--- src/rtl/pueo_time_wb_pkg.sv ---
// rtl/pueo_time_wb_pkg.sv - shared types and register map for the PUEO time Wishbone initiator
package pueo_time_wb_pkg;

   typedef enum logic [1:0] {
      ST_OK            = 2'd0,
      ST_ERR           = 2'd1,
      ST_RTY_EXHAUSTED = 2'd2,
      ST_TIMEOUT       = 2'd3
   } status_e;

   typedef enum logic [1:0] {
      S_IDLE = 2'd0,
      S_BUS  = 2'd1,
      S_GAP  = 2'd2,
      S_RESP = 2'd3
   } state_e;

   // Register map of the time target core
   localparam logic [12:0] REG_CTRL_ADR     = 13'h000;
   localparam logic [12:0] REG_TRIM_ADR     = 13'h008;
   localparam logic [12:0] REG_SEC_ADR      = 13'h00C;
   localparam logic [12:0] REG_LASTPPS_ADR  = 13'h010;
   localparam logic [12:0] REG_LLASTPPS_ADR = 13'h014;

endpackage

--- src/rtl/pueo_time_wb_initiator.sv ---
// rtl/pueo_time_wb_initiator.sv - Wishbone classic initiator with retry, timeout and time snapshot
module pueo_time_wb_initiator
   import pueo_time_wb_pkg::*;
#(
   parameter int unsigned TIMEOUT_CYCLES = 255,
   parameter int unsigned RTY_LIMIT      = 3,
   parameter logic [12:0] SEC_ADR        = REG_SEC_ADR,
   parameter logic [12:0] LASTPPS_ADR    = REG_LASTPPS_ADR,
   parameter logic [12:0] LLASTPPS_ADR   = REG_LLASTPPS_ADR
) (
   input  logic        wb_clk_i,
   input  logic        wb_rst_i,
   input  logic        cmd_valid_i,
   output logic        cmd_ready_o,
   input  logic        cmd_snap_i,
   input  logic        cmd_we_i,
   input  logic [12:0] cmd_adr_i,
   input  logic [31:0] cmd_dat_i,
   input  logic [3:0]  cmd_sel_i,
   output logic        rsp_valid_o,
   output logic [1:0]  rsp_status_o,
   output logic [31:0] rsp_dat_o,
   output logic        snap_valid_o,
   output logic [31:0] snap_sec_o,
   output logic [31:0] snap_last_o,
   output logic [31:0] snap_llast_o,
   output logic        wb_cyc_o,
   output logic        wb_stb_o,
   output logic        wb_we_o,
   output logic [12:0] wb_adr_o,
   output logic [31:0] wb_dat_o,
   output logic [3:0]  wb_sel_o,
   input  logic [31:0] wb_dat_i,
   input  logic        wb_ack_i,
   input  logic        wb_err_i,
   input  logic        wb_rty_i
);

   localparam int TW = $clog2(TIMEOUT_CYCLES + 1);
   localparam int RW = (RTY_LIMIT > 0) ? $clog2(RTY_LIMIT + 1) : 1;

   state_e      state, state_n;
   status_e     res_status, xfer_status;
   logic        done, retry, again, snap_mode, to_hit;
   logic [1:0]  idx;
   logic [RW-1:0] rty_cnt;
   logic [TW-1:0] to_cnt, to_cnt_n;
   logic        lat_we;
   logic [12:0] lat_adr;
   logic [31:0] lat_dat, rd_dat, tmp_sec, tmp_last;
   logic [3:0]  lat_sel;

   // Saturating count of BUS cycles including the current one
   assign to_cnt_n = (to_cnt == TW'(TIMEOUT_CYCLES)) ? to_cnt : to_cnt + TW'(1);
   assign to_hit   = (to_cnt_n == TW'(TIMEOUT_CYCLES));

   always_ff @(posedge wb_clk_i or posedge wb_rst_i) begin
      if (wb_rst_i) state <= S_IDLE;
      else          state <= state_n;
   end

   always_comb begin
      state_n     = state;
      done        = 1'b0;
      retry       = 1'b0;
      xfer_status = ST_OK;
      case (state)
         S_IDLE: if (cmd_valid_i) state_n = S_BUS;
         S_BUS: begin
            if (wb_ack_i) begin
               done = 1'b1;
            end else if (wb_err_i) begin
               done        = 1'b1;
               xfer_status = ST_ERR;
            end else if (wb_rty_i) begin
               if (32'(rty_cnt) < RTY_LIMIT) begin
                  retry = 1'b1;
               end else begin
                  done        = 1'b1;
                  xfer_status = ST_RTY_EXHAUSTED;
               end
            end else if (to_hit) begin
               done        = 1'b1;
               xfer_status = ST_TIMEOUT;
            end
            if (done || retry) state_n = S_GAP;
         end
         S_GAP:   state_n = again ? S_BUS : S_RESP;
         default: state_n = S_IDLE;
      endcase
   end

   always_ff @(posedge wb_clk_i or posedge wb_rst_i) begin
      if (wb_rst_i) begin
         lat_we <= 1'b0; lat_adr <= '0; lat_dat <= '0; lat_sel <= '0;
         snap_mode <= 1'b0; idx <= '0; rty_cnt <= '0; to_cnt <= '0;
         again <= 1'b0; res_status <= ST_OK; rd_dat <= '0;
         tmp_sec <= '0; tmp_last <= '0;
         snap_sec_o <= '0; snap_last_o <= '0; snap_llast_o <= '0;
      end else begin
         case (state)
            S_IDLE: if (cmd_valid_i) begin
               snap_mode  <= cmd_snap_i;
               lat_we     <= cmd_snap_i ? 1'b0 : cmd_we_i;
               lat_adr    <= cmd_snap_i ? SEC_ADR : cmd_adr_i;
               lat_dat    <= cmd_snap_i ? 32'h0 : cmd_dat_i;
               lat_sel    <= cmd_snap_i ? 4'hF : cmd_sel_i;
               idx        <= '0;
               rty_cnt    <= '0;
               to_cnt     <= '0;
               again      <= 1'b0;
               res_status <= ST_OK;
               rd_dat     <= '0;
            end
            S_BUS: begin
               to_cnt <= to_cnt_n;
               if (retry) begin
                  rty_cnt <= rty_cnt + RW'(1);
                  again   <= 1'b1;
               end else if (done) begin
                  res_status <= xfer_status;
                  again      <= 1'b0;
                  if (xfer_status == ST_OK) begin
                     if (!snap_mode) begin
                        rd_dat <= lat_we ? 32'h0 : wb_dat_i;
                     end else begin
                        case (idx)
                           2'd0:    tmp_sec  <= wb_dat_i;
                           2'd1:    tmp_last <= wb_dat_i;
                           default: rd_dat   <= wb_dat_i;
                        endcase
                        // SEC read latches the target's holding registers; walk the rest in order
                        if (idx != 2'd2) begin
                           idx     <= idx + 2'd1;
                           lat_adr <= (idx == 2'd0) ? LASTPPS_ADR : LLASTPPS_ADR;
                           rty_cnt <= '0;
                           again   <= 1'b1;
                        end
                     end
                  end
               end
            end
            S_GAP: begin
               to_cnt <= '0;
               if (!again && snap_mode && res_status == ST_OK) begin
                  snap_sec_o   <= tmp_sec;
                  snap_last_o  <= tmp_last;
                  snap_llast_o <= rd_dat;
               end
            end
            default: ;
         endcase
      end
   end

   assign cmd_ready_o  = (state == S_IDLE);
   assign wb_cyc_o     = (state == S_BUS);
   assign wb_stb_o     = (state == S_BUS);
   assign wb_we_o      = (state == S_BUS) && lat_we;
   assign wb_adr_o     = lat_adr;
   assign wb_dat_o     = lat_dat;
   assign wb_sel_o     = lat_sel;
   assign rsp_valid_o  = (state == S_RESP);
   assign rsp_status_o = (state == S_RESP) ? res_status : 2'd0;
   assign rsp_dat_o    = (state == S_RESP && res_status == ST_OK) ? (snap_mode ? tmp_sec : rd_dat) : 32'h0;
   assign snap_valid_o = (state == S_RESP) && snap_mode && (res_status == ST_OK);

endmodule

--- config.mk ---
export PLATFORM = sky130hd
export DESIGN_NAME = pueo_time_wb_initiator
export DESIGN_NICKNAME = d
export VERILOG_FILES = /design/src/rtl/pueo_time_wb_pkg.sv /design/src/rtl/pueo_time_wb_initiator.sv
export SDC_FILE = /design/constraint.sdc
export NUM_CORES = 1
export LEC_CHECK = 0
export BUFFER_PORTS_ARGS = -buffer_cell sky130_fd_sc_hd__buf_2
export CAP_MARGIN = 20
export CORE_MARGIN = 2
export CORE_UTILIZATION = 53
export CTS_CLUSTER_DIAMETER = 120
export CTS_CLUSTER_SIZE = 14
export DETAILED_ROUTE_END_ITERATION = 12
export GPL_ROUTABILITY_DRIVEN = 0
export PLACE_DENSITY = 0.86
export SKIP_CTS_REPAIR_TIMING = 1
export SLEW_MARGIN = 20
export SYNTH_ARGS = -nofsm -noshare
export SYNTH_HDL_FRONTEND = slang
export SYNTH_SLANG_ARGS = --single-unit
--- constraint.sdc ---
create_clock -name wb_clk_i -period 11.8 [get_ports wb_clk_i]
set_clock_uncertainty 0.15 [all_clocks]
set_input_delay 1.77 -clock wb_clk_i [delete_from_list [all_inputs] [get_ports wb_clk_i]]
set_output_delay 1.77 -clock wb_clk_i [all_outputs]
set_load 0.01 [all_outputs]
==> Word level (Yosys, flattened, before mapping) <==
Cells that the tools add are included.
{ "op_classes": {"order_cmp": 1, "eq_ne": 19, "addsub": 3, "reduce_logical": 26, "bitwise_logic": 1, "mux": 72} }
{ "ops": {"columns": ["cell", "n"], "rows": [
  ["2-to-1 mux 32 bit", 10],
  ["2-to-1 mux 13 bit", 7],
  ["case mux 32 bit (2 select lines)", 1],
  ["2-to-1 mux 2 bit", 23],
  ["case mux 13 bit (2 select lines)", 1],
  ["case mux 8 bit (3 select lines)", 1],
  ["AND reduction 6 bit", 4],
  ["2-to-1 mux 1 bit", 20],
  ["== test 8 bit (second input constant)", 2],
  ["2-to-1 mux 8 bit", 2],
  ["inequality test 3 x 1 -> 1 bit (second input constant)", 4],
  ["case mux 2 bit (2 select lines)", 3],
  ["inequality test 2 x 1 -> 1 bit (second input constant)", 5],
  ["adder 8 x 1 -> 8 bit (second input constant)", 1],
  ["zero test 2 bit", 4],
  ["AND reduction 2 bit", 4],
  ["AND reduction 7 bit", 1],
  ["logical AND 1 bit", 6],
  ["inequality test 2 bit (second input constant)", 3],
  ["case mux 2 bit (3 select lines)", 1],
  ["adder 2 x 1 -> 2 bit (second input constant)", 2],
  ["== test 2 x 1 -> 1 bit (second input constant)", 2],
  ["== test 2 bit (second input constant)", 2],
  ["2-to-1 mux 4 bit", 1],
  ["other kinds (12)", 12]
]} }
{ "totals": {"output_inout_bits": 185, "wordCells": 139, "in_bits": 89, "reg_bits": 260} }

==> Longest topological paths before layout <==
Gate-level depths: netlist of the first run.
{ "depth": {"word_depth": 13, "ltp_mapped": 8, "ltp_nobuf": 7} }

==> Worst setup path after synthesis of the first run <==
No wires, ideal clock.
{ "synth_path": {"kind": "reg2out", "from": "register snap_mode", "to": "output rsp_dat_o[10]", "path_stages_with_launch": 5, "path_buffers": 2, "path_slack_ns": 8.480, "t_arrival_ns": 1.400, "t_required_ns": 9.880, "cell_sequence": "dfrtp_1 > clkbuf_1 > buf_1 > mux2i_1 > nor2_1"} }
{ "synth_between": {"elab_chain_len": 2} }
{ "synth_lines": {"columns": ["item", "line_no", "source"], "rows": [
  ["start: declaration", "pueo_time_wb_initiator.sv:44", "logic done, retry, again, snap_mode, to_hit;"],
  ["start signal: assignment", "pueo_time_wb_initiator.sv:103", "snap_mode <= cmd_snap_i;"],
  ["2-to-1 mux 32 bit (2 in series)", "pueo_time_wb_initiator.sv:165", "assign rsp_dat_o = (state == S_RESP && res_status == ST_OK) ? (snap_mode ? tmp_sec : rd_dat) : 32'h0;"],
  ["end: declaration", "pueo_time_wb_initiator.sv:22", "output logic [31:0] rsp_dat_o,"]
]} }
No other way between the ends.

==> Final worst setup path of the first run <==
{ "layout_path": {"from": "register state[0]", "to": "output wb_we_o"} }
{ "layout_between": {"elab_chain_len": 2} }
{ "layout_lines": {"columns": ["item", "line_no", "source"], "rows": [
  ["start: declaration", "pueo_time_wb_initiator.sv:42", "state_e state, state_n;"],
  ["start signal: assignment", "pueo_time_wb_initiator.sv:59", "else state <= state_n;"],
  ["== test 2 x 1 -> 1 bit", "pueo_time_wb_initiator.sv:159", "assign wb_we_o = (state == S_BUS) && lat_we;"],
  ["logical AND 1 bit", "pueo_time_wb_initiator.sv:159", null],
  ["end: declaration", "pueo_time_wb_initiator.sv:29", "output logic wb_we_o,"]
]} }
No other way between the ends.

==> metrics.cfg, run 1 <==
[status]
status=complete, no violations

[logic_synthesis]
synth_warnings=0
synth-main-ff-cell=dfrtp_1
synth_area_sq_um=10940
syn_inst=943
synth_edf_count=0
async_reset_ff_frac=1.000
ys_seq_area_frac=0.5945
synth_fp_nets=1037
synthDistinctLibCells=49
syn_avg_cell_area_sq_um=11.61
synth-seq-cells=260

[sta]
period_share=0.4038
setup_viol=0
relSlewSlack=0.3043
max_freq_mhz=209.9
maxSlewViolCount=0
fin_crit_ns=4.764
fin_setup_tns_ns=0
worst_slew_pin_slew_ns=1.041
setup_slack_ns=7.036
rsz0062_at_grt=no
hold_viol_final=0

[route]
drc=0
wl_microns=25710
via_count=7979
wl_per_cell_microns=17.64
via_per_inst=5.473
ant_nets=0
dr.pass1.iters=5
drtIter0Drc=486

[floorplan]
die_y_microns=147.7
io_pins=274
dieArea_sq_um=21820
die_w_microns=147.7
fp.coreArea_sq_um=20230
start_util=0.5409
rows=52

[clocking]
cts.path.max_buffers=3
cts_tree=yes
clk_latency_ns=0.50
htreeDepth=1
clk_pin_slew_ns=0.07
clockRootBuffer=clkbuf_16
cts_sinks=260
cts_buffers=22

[power]
switching_share=0.3679
ir_worst_vdd_mv=0.1476
power.internal_mw=2.070
power_frac_clock=0.196
seqPwrFrac=0.462
combPwrFrac=0.343
pwr_density_cell_nw_per_um2=250.4
leakage_nw=6.773
power_mw=3.275
switchingPower_mw=1.205

[place]
dp_slack_ns=7.420
dp_cells=1433
port_buffers=273
dp_hpwl_microns=17600

[worst_setup_path]
slowest_stage=dfrtp_1
crit_fanout=35
crit_cells=4
slowest_delay_ns=0.99
reg2reg_depth=5
cp_num_buf_inv=2
crit_chain=nand2b_1, inv_2, and2_1, buf_2
setup.worst_path.start_class=flip-flop
cp_top_family=flip-flops
critPathCaptureType=output port
required_ns=9.88
crit_type=flip-flop to output port
critPathArrivalTime_ns=2.84

[finish]
nNetsFinal=1281
fin_cells=1458
layout-drive-gt1-share=0.2710
area_growth_pct=19.51
diodes=0

[worst_hold_path]
hp-class=flip-flop to flip-flop
whs_path_depth=2

[grt]
grt_max_degree=114
grt_pass1_wl_microns=41640
grt_use_total=0.2361
grt_pass1_vias=7959
antenna_found_initial=0
grt-ovfl-total=0

[run]
maxCapViolCount=0

synthesized netlist by cell type, types with 2 or more instances:
cell,n,area share
a21oi_1,10,0.0046
nand2_1,175,0.060
buf_1,7,0.0024
buf_4,4,0.0027
or3_1,2,0.0011
and3_1,5,0.0029
nor2_1,53,0.018
o21ai_1,78,0.036
nand2b_1,2,0.0011
and2_1,3,0.0017
a21o_1,2,0.0014
ha_1,5,0.0057
nand3_1,7,0.0032
clkbuf_1,34,0.012
nor2b_1,2,0.0011
o22ai_1,3,0.0017
nor3b_1,7,0.0048
a31oi_1,3,0.0017
inv_1,7,0.0024
o31ai_1,3,0.0021
o21ai_0,23,0.011
mux2_1,156,0.16
o211ai_1,4,0.0027
a41o_1,2,0.0018
nor3_1,5,0.0023
mux2i_1,34,0.031
dfrtp_1,260,0.59
mux2_2,4,0.0041
nor4_1,2,0.0011
o221ai_1,2,0.0016
buf_2,19,0.0087
nand4_1,3,0.0017
cell families after synthesis:
logic type | count (synthesis) | synth area share
compound gates | 137 | 0.06928
xor+xnor | 1 | 0.0008004
fa+ha+maj | 5 | 0.005716
buf+inv | 73 | 0.02858
flops | 260 | 0.5945
mux | 194 | 0.1957
simple gates | 273 | 0.1054
path summary, 6_finish.rpt:
kind | startpoint | endpoint | slack, ns
setup / recovery | state[0] | wb_we_o | 7.04
min in group asynchronous | wb_rst_i | snap_last_o[0] | 1.25
max in group asynchronous | wb_rst_i | snap_mode | 8.72
setup reg to reg | state[0] | tmp_sec[15] | 7.78
hold / removal | wb_adr_o[6] | wb_adr_o[6] | 0.32
hold reg to reg | wb_adr_o[6] | wb_adr_o[6] | 0.32
final cells by class:
| class | instances | area, sq um |
|---|---|---|
| Timing Repair Buffer | 284 | 1453 |
| Tap cell | 270 | 337.8 |
| Clock buffer | 24 | 579.3 |
| Clock inverter | 1 | 8.758 |
| Sequential cell | 260 | 6507 |
| Multi-Input combinational cell | 610 | 4153 |
| Inverter | 9 | 41.29 |
| Fill cell | 1515 | 7154 |
state kept, by name, summed over array words and instances, names as in the netlist:
register	cells
wb_adr_o	13
snap_sec_o	32
rd_dat	32
again	1
idx	2
lat_we	1
to_cnt	8
tmp_last	32
tmp_sec	32
state	2
wb_dat_o	32
res_status	2
rty_cnt	2
snap_mode	1
snap_last_o	32
snap_llast_o	32
wb_sel_o	4
metrics by stage:
step | utilization | hold WS [ns] | area, sq um
detailed placement | 0.6170 | 0.3158 | 12480
floorplan | - | 0.3022 | 10940
global placement | 0.6164 | 0.3052 | 12470
global route | 0.6464 | 0.3456 | 13080
finish | 0.6464 | 0.3247 | 13080
CTS | 0.6461 | 0.3325 | 13070
routing by layer:
metal / vias up / part of all wire / wire (microns) / track usage
met5: - / 0 / 0 / 0
met2: 310 / 0.49 / 12580 / 0.3940
met1: 3913 / 0.42 / 10710 / 0.3147
met4: 0 / 0.024 / 626 / 0.07356
met3: 47 / 0.070 / 1801 / 0.04722
li1: 3709 / - / - / -
worst reg2reg max path: stages (launching register included):
cell	delay [ns]
dfrtp_1	0.99
nand2b_1	0.64
inv_2	0.42
nand4_1	0.77
buf_4	0.56
mux2_1	0.37
placed cells by master, fill, tap and decap left out, types with 3 or more instances in the layout:
cell type / count
buf_2: 273
dfrtp_1: 259
nand2_1: 174
mux2_1: 156
o21ai_1: 78
nor2_1: 53
mux2i_1: 34
o21ai_0: 23
clkbuf_16: 23
buf_4: 10
a21oi_1: 9
nand3_1: 7
nor3b_1: 7
inv_1: 6
and3_1: 5
nor3_1: 5
ha_1: 5
mux2_2: 4
o211ai_1: 4
nand4_1: 3
and2_1: 3
o31ai_1: 3
a31oi_1: 3
power by group through the flow:
stage               Sequential (mW)  Combinational [mW]  Clock [mW]
CTS                            1.51                1.13       0.659
global placement               1.51                1.08           0
floorplan                      1.52               0.664           0
finish                         1.51                1.12       0.641
detailed placement             1.52                1.13           0
global route                   1.56                1.24       0.694
No activity file was read; power rests on OpenSTA's default activity.
==> run 2, diff against run 1 <==
--- a/config.mk
+++ b/config.mk
@@ -8,12 +8,12 @@
 export BUFFER_PORTS_ARGS = -buffer_cell sky130_fd_sc_hd__buf_2
 export CAP_MARGIN = 20
 export CORE_MARGIN = 2
-export CORE_UTILIZATION = 53
+export CORE_UTILIZATION = 48
 export CTS_CLUSTER_DIAMETER = 120
 export CTS_CLUSTER_SIZE = 14
 export DETAILED_ROUTE_END_ITERATION = 12
 export GPL_ROUTABILITY_DRIVEN = 0
-export PLACE_DENSITY = 0.86
+export PLACE_DENSITY = 0.82
 export SKIP_CTS_REPAIR_TIMING = 1
 export SLEW_MARGIN = 20
 export SYNTH_ARGS = -nofsm -noshare
==> constraint.sdc (replaced) <==
create_clock -name wb_clk_i -period 3.9 [get_ports wb_clk_i]
set_clock_uncertainty 0.15 [all_clocks]
set_input_delay 0.585 -clock wb_clk_i [delete_from_list [all_inputs] [get_ports wb_clk_i]]
set_output_delay 0.585 -clock wb_clk_i [all_outputs]
set_load 0.01 [all_outputs]
==> metrics.cfg, run 2 (synthesis gave the netlist of run 1 again) <==
[status]
status=complete, no violations

[sta]
setup_viol=0
relSlewSlack=0.3967
max_freq_mhz=324.5
setup_slack_ns=0.8180
rsz0062_at_grt=no
hold_viol_final=0
maxSlewViolCount=0
worst_slew_pin_slew_ns=0.8994
period_share=0.7902
fin_crit_ns=3.082

[finish]
final_common_cell=buf_2
area_growth_pct=20.22
layout_common_cells=273 x buf_2, 259 x dfrtp_1, 174 x nand2_1, 156 x mux2_1, 78 x o21ai_1
nNetsFinal=1285
multiInputGateArea_sq_um=4145
layout-drive-gt1-share=0.2735
regArea_sq_um=6507
finish.utilization=0.5847
nFillCells=1891

[worst_setup_path]
required_ns=3.16
critPathCaptureType=output port
setup.worst_path.start_class=flip-flop
crit_chain=and2_1, nand2_1, buf_4, nor2_1, buf_2
crit_fanout=28
slowest_delay_ns=0.76
crit_type=flip-flop to output port
slowest_stage=dfrtp_1
critPathArrivalTime_ns=2.35

[grt]
grt_use_total=0.2179
grt_pass1_wl_microns=41950
grt_max_degree=154
antenna_found_initial=0
grt_pass1_vias=7771
grt-ovfl-total=0

[clocking]
cts.path.max_buffers=3
htreeDepth=1
cts_buffers=22
cts_sinks=260
clk_latency_ns=0.52
clk_pin_slew_ns=0.07
clockRootBuffer=clkbuf_16
cts_tree=yes

[route]
wl_microns=26180
ant_nets=0
dr.pass1.iters=4
via_count=7835
via_per_inst=5.301
wl_per_cell_microns=17.71
drtIter0Drc=397
drc=0

[floorplan]
start_util=0.4863
dieArea_sq_um=24030
io_pins=274
die_w_microns=155
fp.coreArea_sq_um=22500
rows=55
die_y_microns=155

[power]
power_mw=9.956
leakage_nw=6.800
ir_worst_vdd_mv=0.3973
pwr_density_cell_nw_per_um2=756.7

[run]
maxCapViolCount=0

[place]
port_buffers=273
dp_hpwl_microns=17900
dp_slack_ns=1.187

[worst_hold_path]
hp-class=input pin to asynchronous set/reset pin

-- run 2: cell types whose count changed in the layout (fill, tap and decap cells not counted) --
cell	previous run	this run
buf_12	0	4
buf_4	10	11
buf_6	1	0
clkbuf_16	23	22
clkinv_8	0	1
clkinvlp_4	0	1
diode_2	0	1
inv_8	1	0
o22ai_2	0	1
o22ai_4	1	0
-- run 2: worst paths after layout --
check                         startpoint         endpoint  slack (ns)  cells past startpoint
hold / removal                  wb_rst_i   snap_sec_o[29]        0.03                      3
min in group wb_clk_i      cmd_dat_i[10]     wb_dat_o[10]        0.15                      3
max in group asynchronous       wb_rst_i  snap_llast_o[6]        2.78                      3
hold reg to reg              wb_adr_o[9]      wb_adr_o[9]        0.33                      2
setup reg to reg               to_cnt[0]         state[0]        1.17                      6
setup / recovery                state[1]     rsp_dat_o[3]        0.82                      5
-- run 2: critical path, delay by kind of cell, from the launching register on --
family / cells / cell delay, ns
buffers and inverters: 2 / 0.47
flip-flops: 1 / 0.76
AND/OR/NAND/NOR: 3 / 0.60
-- run 2: area by class of cell --
type                    count  share of cell area
flip-flops and latches    260              0.4946
multi-input cells         610              0.3150
repair buffers            288              0.1162
clock buffers              23             0.04213
well taps                 285             0.02710
inverters                   9            0.002853
clock inverters             2            0.001902
diodes                      1           0.0001902
-- run 2: per-layer routing --
metal  track usage  vias up  part of all wire
li1              -     3704                 -
met1        0.2880     3811              0.43
met2        0.3592      283              0.47
met3       0.06045       37             0.079
met4       0.05335        0             0.021
met5             0        -                 0
-- run 2: where the power goes --
part | internal (mW) | leakage, nW | switching (mW) | total [mW]
combinational | 1.47 | 3.12 | 1.98 | 3.45
sequential | 3.79 | 3.40 | 0.772 | 4.56
clock | 1.01 | 0.283 | 0.934 | 1.94
-- run 2: stage by stage --
step	area, sq um	setup TNS [ns]	hold slack, ns	instances
2_1_floorplan	10950	-68.27	0.3022	943
3_3_place_gp	12580	0	0.3081	1452
3_5_place_dp	12580	0	0.3186	1452
4_1_cts	13160	0	0.1230	1477
5_1_grt	13160	0	0.1264	1477
6_report	13160	0	0.03282	1478
